<file path="config.mk">
export PLATFORM = sky130hd
export DESIGN_NAME = wt_dcache_rd_arb
export DESIGN_NICKNAME = d
export VERILOG_FILES = /design/src/rtl/wt_dcache_rd_arb_pkg.sv /design/src/rtl/wt_dcache_rr_sel.sv /design/src/rtl/wt_dcache_rd_arb.sv
export SDC_FILE = /design/constraint.sdc
export NUM_CORES = 1
export LEC_CHECK = 0
export ABC_AREA = 1
export CAP_MARGIN = 15
export CORE_MARGIN = 10
export CORE_UTILIZATION = 30
export DETAILED_ROUTE_END_ITERATION = 10
export PLACE_DENSITY = 0.7
export SLEW_MARGIN = 20
export SYNTH_ARGS = -nofsm -noshare
export SYNTH_HDL_FRONTEND = slang
export SYNTH_HIERARCHICAL = 1
export SYNTH_SLANG_ARGS = --single-unit
</file>
<file path="constraint.sdc">
create_clock -name clk_i -period 1.9 [get_ports clk_i]
set_input_delay 0.285 -clock clk_i [delete_from_list [all_inputs] [get_ports clk_i]]
set_output_delay 0.285 -clock clk_i [all_outputs]
set_load 0.02 [all_outputs]
</file>
<file path="src/rtl/wt_dcache_rd_arb_pkg.sv">
// Shared widths and payload types for the dcache read/write array arbiter.
package wt_dcache_rd_arb_pkg;

  localparam int unsigned DCACHE_TAG_WIDTH    = 20;
  localparam int unsigned DCACHE_CL_IDX_WIDTH = 8;
  localparam int unsigned DCACHE_OFFSET_WIDTH = 4;
  localparam int unsigned DCACHE_SET_ASSOC    = 4;

  // Payload of the winning read, steered to the arrays and the result pipe.
  typedef struct packed {
    logic                           tag_only;
    logic [DCACHE_CL_IDX_WIDTH-1:0] idx;
    logic [DCACHE_OFFSET_WIDTH-1:0] off;
    logic [DCACHE_TAG_WIDTH-1:0]    tag;
  } rd_payload_t;

  // Width needed to hold an index in [0, n-1], never below 1.
  function automatic int unsigned idx_width(input int unsigned n);
    return (n > 1) ? $clog2(n) : 1;
  endfunction

endpackage

</file>
<file path="src/rtl/wt_dcache_rr_sel.sv">
// Masked round-robin select: grants the lowest requesting index at or above
// ptr_i, wrapping to the lowest requesting index overall. Purely combinational.
//   req_i  : request vector
//   ptr_i  : round-robin start position
//   gnt_o  : one-hot grant (zero when no request)
module wt_dcache_rr_sel #(
  parameter int unsigned N    = 3,
  parameter int unsigned PtrW = 2
) (
  input  logic [N-1:0]    req_i,
  input  logic [PtrW-1:0] ptr_i,
  output logic [N-1:0]    gnt_o
);

  logic found;

  always_comb begin
    gnt_o = '0;
    found = 1'b0;
    // First pass: requests at or above the pointer.
    for (int unsigned i = 0; i < N; i++) begin
      if (!found && req_i[i] && (PtrW'(i) >= ptr_i)) begin
        gnt_o[i] = 1'b1;
        found    = 1'b1;
      end
    end
    // Wrap-around pass.
    for (int unsigned i = 0; i < N; i++) begin
      if (!found && req_i[i]) begin
        gnt_o[i] = 1'b1;
        found    = 1'b1;
      end
    end
  end

endmodule

</file>
<file path="src/rtl/wt_dcache_rd_arb.sv">
// Arbiter for the write-through dcache tag/data arrays. One access per cycle:
// refill blocks everything, a starved low-prio read beats high prio, then
// high-prio reads, low-prio reads, and finally the single-word write. The
// winning read is registered so the hit/data mux can steer its result back.
//   clk_i, rst_ni           : clock, async active-low reset
//   rd_prio_i/rd_req_i/...  : per-port read requests and payloads
//   rd_ack_o                : one-hot read grant (combinational)
//   wr_cl_vld_i             : refill/invalidate owns the arrays
//   wr_req_i / wr_ack_o     : word write request / grant
//   arr_*_o                 : array access of the winning read
//   sel_*_q_o               : registered owner and compare data of the result
module wt_dcache_rd_arb
  import wt_dcache_rd_arb_pkg::*;
#(
  parameter int unsigned NumPorts    = 3,
  parameter int unsigned StarveLimit = 8
) (
  input  logic                                          clk_i,
  input  logic                                          rst_ni,
  input  logic [NumPorts-1:0]                           rd_prio_i,
  input  logic [NumPorts-1:0]                           rd_req_i,
  input  logic [NumPorts-1:0]                           rd_tag_only_i,
  input  logic [NumPorts-1:0][DCACHE_CL_IDX_WIDTH-1:0]  rd_idx_i,
  input  logic [NumPorts-1:0][DCACHE_OFFSET_WIDTH-1:0]  rd_off_i,
  input  logic [NumPorts-1:0][DCACHE_TAG_WIDTH-1:0]     rd_tag_i,
  output logic [NumPorts-1:0]                           rd_ack_o,
  input  logic                                          wr_cl_vld_i,
  input  logic [DCACHE_SET_ASSOC-1:0]                   wr_req_i,
  output logic                                          wr_ack_o,
  output logic                                          arr_req_o,
  output logic [DCACHE_CL_IDX_WIDTH-1:0]                arr_idx_o,
  output logic [DCACHE_OFFSET_WIDTH-1:0]                arr_off_o,
  output logic                                          arr_tag_only_o,
  output logic                                          sel_vld_q_o,
  output logic [idx_width(NumPorts)-1:0]                sel_port_q_o,
  output logic [DCACHE_TAG_WIDTH-1:0]                   sel_tag_q_o,
  output logic [DCACHE_OFFSET_WIDTH-1:0]                sel_off_q_o
);

  localparam int unsigned PORT_IDX_WIDTH = idx_width(NumPorts);
  localparam int unsigned CNT_WIDTH      = $clog2(StarveLimit + 1);

  logic [PORT_IDX_WIDTH-1:0]      ptr_q, ptr_d;
  logic [CNT_WIDTH-1:0]           starve_q, starve_d;
  logic                           sel_vld_q, sel_vld_d;
  logic [PORT_IDX_WIDTH-1:0]      sel_port_q, sel_port_d;
  logic [DCACHE_TAG_WIDTH-1:0]    sel_tag_q, sel_tag_d;
  logic [DCACHE_OFFSET_WIDTH-1:0] sel_off_q, sel_off_d;

  logic [NumPorts-1:0]       hi_req, lo_req, hi_gnt, lo_gnt;
  logic [NumPorts-1:0]       rd_ack;
  logic                      lo_pend, starved, arb_en, lo_win, wr_ack, arr_req;
  logic [PORT_IDX_WIDTH-1:0] win_idx;
  rd_payload_t               win;

  assign hi_req  = rd_req_i & rd_prio_i;
  assign lo_req  = rd_req_i & ~rd_prio_i;
  assign lo_pend = |lo_req;
  assign starved = lo_pend && (starve_q == CNT_WIDTH'(StarveLimit));
  // Reset also gates the combinational grants so nothing is acked in reset.
  assign arb_en  = rst_ni && !wr_cl_vld_i;

  wt_dcache_rr_sel #(.N(NumPorts), .PtrW(PORT_IDX_WIDTH)) i_rr_hi (
    .req_i (hi_req),
    .ptr_i (ptr_q),
    .gnt_o (hi_gnt)
  );

  wt_dcache_rr_sel #(.N(NumPorts), .PtrW(PORT_IDX_WIDTH)) i_rr_lo (
    .req_i (lo_req),
    .ptr_i (ptr_q),
    .gnt_o (lo_gnt)
  );

  // Priority resolution across groups and the word write.
  always_comb begin
    rd_ack = '0;
    lo_win = 1'b0;
    wr_ack = 1'b0;
    if (arb_en) begin
      if (starved) begin
        rd_ack = lo_gnt;
        lo_win = 1'b1;
      end else if (|hi_req) begin
        rd_ack = hi_gnt;
      end else if (lo_pend) begin
        rd_ack = lo_gnt;
        lo_win = 1'b1;
      end else begin
        wr_ack = |wr_req_i;
      end
    end
  end

  assign arr_req = |rd_ack;

  // One-hot mux of the winner's index and payload; zero when nothing granted.
  always_comb begin
    win     = '0;
    win_idx = '0;
    for (int unsigned i = 0; i < NumPorts; i++) begin
      if (rd_ack[i]) begin
        win_idx      = PORT_IDX_WIDTH'(i);
        win.tag_only = rd_tag_only_i[i];
        win.idx      = rd_idx_i[i];
        win.off      = rd_off_i[i];
        win.tag      = rd_tag_i[i];
      end
    end
  end

  // Next-state for pointer, starvation counter and result pipe.
  always_comb begin
    ptr_d      = ptr_q;
    starve_d   = starve_q;
    sel_vld_d  = arr_req;
    sel_port_d = sel_port_q;
    sel_tag_d  = sel_tag_q;
    sel_off_d  = sel_off_q;

    if (arr_req) begin
      ptr_d      = (win_idx == PORT_IDX_WIDTH'(NumPorts - 1)) ? '0 : win_idx + PORT_IDX_WIDTH'(1);
      sel_port_d = win_idx;
      sel_tag_d  = win.tag;
      sel_off_d  = win.off;
    end

    // Refill cycles are not counted as lost slots.
    if (!wr_cl_vld_i) begin
      if (!lo_pend || lo_win) begin
        starve_d = '0;
      end else if (starve_q != CNT_WIDTH'(StarveLimit)) begin
        starve_d = starve_q + CNT_WIDTH'(1);
      end
    end
  end

  always_ff @(posedge clk_i or negedge rst_ni) begin
    if (!rst_ni) begin
      ptr_q      <= '0;
      starve_q   <= '0;
      sel_vld_q  <= 1'b0;
      sel_port_q <= '0;
      sel_tag_q  <= '0;
      sel_off_q  <= '0;
    end else begin
      ptr_q      <= ptr_d;
      starve_q   <= starve_d;
      sel_vld_q  <= sel_vld_d;
      sel_port_q <= sel_port_d;
      sel_tag_q  <= sel_tag_d;
      sel_off_q  <= sel_off_d;
    end
  end

  assign rd_ack_o       = rd_ack;
  assign wr_ack_o       = wr_ack;
  assign arr_req_o      = arr_req;
  assign arr_idx_o      = win.idx;
  assign arr_off_o      = win.off;
  assign arr_tag_only_o = win.tag_only;
  assign sel_vld_q_o    = sel_vld_q;
  assign sel_port_q_o   = sel_port_q;
  assign sel_tag_q_o    = sel_tag_q;
  assign sel_off_q_o    = sel_off_q;

  a_rd_ack_onehot: assert property (@(posedge clk_i) disable iff (!rst_ni) $onehot0(rd_ack_o));
  a_rd_wr_excl:    assert property (@(posedge clk_i) disable iff (!rst_ni) !(wr_ack_o && |rd_ack_o));
  a_refill_block:  assert property (@(posedge clk_i) disable iff (!rst_ni) wr_cl_vld_i |-> !arr_req_o);

endmodule
</file>
==> metrics.log <==
INFO  metric run_status = finished, violations left
INFO  metric failing_checks = negative setup slack
INFO  metric ys.warnings.count = 6
INFO  metric detail-route-antenna-nets = 0
INFO  metric detail_route.vias_per_cell = 4.79
INFO  metric antenna_found_initial = 0
INFO  metric grt_first_pass_wirelength = 18,500 um
INFO  metric timing.final.crit_share = 1.18
INFO  metric place.port_buffers = 156
INFO  metric numCtsBuffers = 5
INFO  metric synthesis.instances = 381
INFO  metric ys_async_sr_fraction = 1.00
INFO  metric grt_max_degree = 34
INFO  metric crit_slowest_cell = sky130_fd_sc_hd__dfrtp_2
INFO  metric fin_nets = 711
INFO  metric antenna-diode-count = 0
INFO  metric worstHoldPathType = in -> async
INFO  metric design.die.area = 12,600 um^2
INFO  metric finalWorstPathRequiredPeriod = 2.25 ns
INFO  metric clock_tree.htree_level_count = 2
INFO  metric avgRoutedWirePerCell = 16.8 um
INFO  metric clockPowerShare = 0.116
INFO  metric start_util = 0.309
INFO  metric placeableCoreArea = 8220 um^2
INFO  metric leakage = 2.67 nW
INFO  metric post_route_wl = 11,800 um
INFO  metric fin_skew = 0.00879 ns
INFO  metric clock_tree_from_tritoncts = built
INFO  metric detail_route.drc_violations = 0
INFO  metric first_global_vias = 3,607
INFO  metric synth_top_area_cell = sky130_fd_sc_hd__dfrtp_1
INFO  metric internal_power = 2.63 mW
INFO  metric critPathArrivalTime = 1.96 ns
INFO  metric ys_seq_elements = 32
INFO  metric maxSlewHeadroom = 0.698
INFO  metric areaGrowthSynthToFinish = 114%
INFO  metric ys_seq_area_frac = 0.315
INFO  metric power.total = 4.40 mW
INFO  metric pwr_density_cell = 808 nW/um^2
INFO  metric rsz0062_at_grt = yes
INFO  metric critPathKind = reg -> out
INFO  metric floorplan_row_count = 33
INFO  metric worstReg2RegStart = starve_q[1]$_DFFE_PN0P_
INFO  metric worstPathRequired = 1.62 ns
INFO  metric cts_hold_buf = 0
INFO  metric ir_drop = 436 uV
INFO  metric detailedRoute.firstIterationViolations = 159
INFO  metric comb_power_share = 0.608
INFO  metric overall_routing_resource_usage = 0.177
INFO  metric grt.overflow.total = 0
INFO  metric swShare = 0.401
INFO  metric setup_total_negative_slack = -9.55 ns
INFO  metric clk_pin_slew = 0.07 ns
INFO  metric count_of_flip_flops_with_a_built_in_enable_after_synthesis = 0
INFO  metric netSwitchingPower = 1.76 mW
INFO  metric critical_path_peak_fanout = 7
INFO  metric io_pins = 157
INFO  metric ys_types = 26
INFO  metric final-hold-violation-count = 0
INFO  metric numClockSinks = 32
INFO  metric final-max-slew-violation-count = 0
INFO  metric final_common_cell = sky130_fd_sc_hd__clkdlybuf4s50_1
INFO  metric worst-r2r-setup-slack = -0.23 ns
INFO  metric r2r.worst_path.cells = 16
INFO  metric post_synth_main_area_contributors = sky130_fd_sc_hd__dfrtp_1 32%, sky130_fd_sc_hd__nand3_1 20%, sky130_fd_sc_hd__nand2_1 20%
INFO  metric clock_path_buffers = 2
INFO  metric report.final.setup_viol = 40
INFO  metric max_freq = 445 MHz
INFO  metric synth.cell_area = 2540 um^2
INFO  metric cp-end-kind = output port
INFO  metric final_cell_mix = 130 x sky130_fd_sc_hd__clkdlybuf4s50_1, 118 x sky130_fd_sc_hd__nand2_1, 69 x sky130_fd_sc_hd__nand3_2
INFO  metric clock_tree.root_cell = sky130_fd_sc_hd__clkbuf_8
INFO  metric clock_latency_late_sink = 0.28 ns
INFO  metric worst_r2r_endpoint = sel_tag_q_o[10]$_DFFE_PN0P_
INFO  metric postLayoutSetupSlackWorst = -0.346 ns
INFO  metric post_synth.cell_area_avg = 6.67 um^2
INFO  metric critPathMostFrequentCell = sky130_fd_sc_hd__nand2_2
INFO  metric cell_by_cell_trace_of_the_critical_path = nand2_1, nand2_2, a21oi_2, nand3_1, nand2_2, nand2_4, nand2_4, clkinvlp_4, nand2_2, nand3_2, buf_6
INFO  metric synth_nets = 495
INFO  metric slew_of_the_pin_with_the_lowest_slew_margin = 0.454 ns
INFO  metric synth-main-ff-cell = sky130_fd_sc_hd__dfrtp_1
INFO  metric routabilityCongestion = 0.860
INFO  metric p_seq_frac = 0.277
INFO  metric die_w = 112 um
INFO  metric drive_gt1_frac = 0.407
INFO  metric maxCapViolCount = 0
INFO  metric timing.critical_path.from_type = flip-flop
INFO  metric synth_top_area_share = 0.315
INFO  metric dieHeight = 112 um
INFO  metric first_pass_iters = 4
INFO  metric cp_slowest_stage_delay = 0.45 ns
INFO  metric dp.final_hpwl = 8070 um
INFO  metric via_count_of_the_routed_design = 3,361
==> kinds of logic after synthesis <==
| group | Yosys count | share of synthesized area |
|---|---|---|
| AND/OR/NAND/NOR | 272 | 0.506 |
| XOR/XNOR | 1 | 0.00345 |
| flip-flops | 32 | 0.315 |
| adder cells (fa/ha/maj) | 2 | 0.00985 |
| AO/OA/AOI/OAI | 10 | 0.0236 |
| buffers and inverters | 64 | 0.142 |
==> stage by stage <==
stage	util	hold slack [ns]	instances	setup slack, ns	instance area, um^2
after floorplan	-	-0.0106	381	0.0144	2540
after global placement	0.524	0.380	651	-1.03	4310
after detailed placement	0.524	0.379	651	-1.04	4310
after CTS	0.641	0.0708	693	-0.365	5270
after global routing	0.663	0.0846	702	-0.455	5450
final	0.663	0.0591	702	-0.346	5450
==> area by class of cell <==
| class | instances | area (um^2) |
|---|---|---|
| Timing Repair Buffer | 240 | 2460 |
| Clock inverter | 1 | 5.00 |
| Tap cell | 105 | 131 |
| Sequential cell | 32 | 803 |
| Timing Repair inverter | 1 | 7.51 |
| Clock buffer | 6 | 72.6 |
| Multi-Input combinational cell | 285 | 1850 |
| Inverter | 32 | 123 |
| Fill cell | 670 | 2770 |
==> worst max-delay path: cells and delay by family (launching register included) <==
| family | cells | cell delay [ns] |
|---|---|---|
| AO/OA/AOI/OAI | 1 | 0.19 |
| AND/OR/NAND/NOR | 8 | 0.74 |
| flip-flops | 1 | 0.45 |
| buffers and inverters | 2 | 0.30 |
==> worst max-delay path by stage <==
stage / start / to / slack (ns) / cells past startpoint
2_1_floorplan: starve_q[0]$_DFFE_PN0P_ / arr_off_o[1] / 0.01 / 12
3_3_place_gp: rd_prio_i[2] / arr_idx_o[1] / -1.03 / 14
3_5_place_dp: rd_prio_i[2] / arr_idx_o[1] / -1.04 / 14
4_1_cts: starve_q[1]$_DFFE_PN0P_ / arr_idx_o[0] / -0.37 / 13
5_1_grt: starve_q[1]$_DFFE_PN0P_ / arr_tag_only_o / -0.45 / 14
6_report: ptr_q[1]$_DFFE_PN0P_ / arr_idx_o[2] / -0.35 / 11
==> routing by layer <==
metal,track usage,share of wire
met3,0.0602,0.072
met2,0.308,0.51
met1,0.200,0.40
met5,0,0
met4,0.0491,0.015
==> flip-flops by register name (all words and copies together) (netlist names) <==
signal and cells:
sel_off_q_o 4, sel_tag_q_o 20, starve_q 4, ptr_q 2
sel_port_q_o 1, sel_vld_q_o 1
==> power groups by stage <==
stage	registers, mW	clock network [mW]	logic (mW)
2_1_floorplan	1.50	0	0.723
4_1_cts	1.20	0.522	2.57
5_1_grt	1.26	0.557	2.85
3_3_place_gp	1.16	0	2.16
3_5_place_dp	1.17	0	2.18
6_report	1.22	0.508	2.67
==> repair_timing <==
item / CTS / global route
gates resized for setup: 243 / 33
endpoints found under the setup margin: 44 / 44
cloned: 4 / 0
pin swaps: 52 / 28
buffers inserted: 33 / 9
==> Yosys cell counts, types with 2 or more instances <==
| master | number |
|---|---|
| sky130_fd_sc_hd__nor4_1 | 2 |
| sky130_fd_sc_hd__nor2_1 | 5 |
| sky130_fd_sc_hd__nand2_4 | 4 |
| sky130_fd_sc_hd__o21ai_0 | 3 |
| sky130_fd_sc_hd__nand2_1 | 137 |
| sky130_fd_sc_hd__nand3_2 | 4 |
| sky130_fd_sc_hd__nand2_2 | 6 |
| sky130_fd_sc_hd__ha_1 | 2 |
| sky130_fd_sc_hd__inv_2 | 5 |
| sky130_fd_sc_hd__buf_6 | 5 |
| sky130_fd_sc_hd__nand3_1 | 104 |
| sky130_fd_sc_hd__nand3b_1 | 3 |
| sky130_fd_sc_hd__nand4_1 | 3 |
| sky130_fd_sc_hd__dfrtp_1 | 32 |
| sky130_fd_sc_hd__a21oi_2 | 2 |
| sky130_fd_sc_hd__buf_2 | 7 |
| sky130_fd_sc_hd__a21oi_1 | 3 |
| sky130_fd_sc_hd__inv_1 | 27 |
| sky130_fd_sc_hd__buf_4 | 20 |
Power figures use the tool's default switching activity.
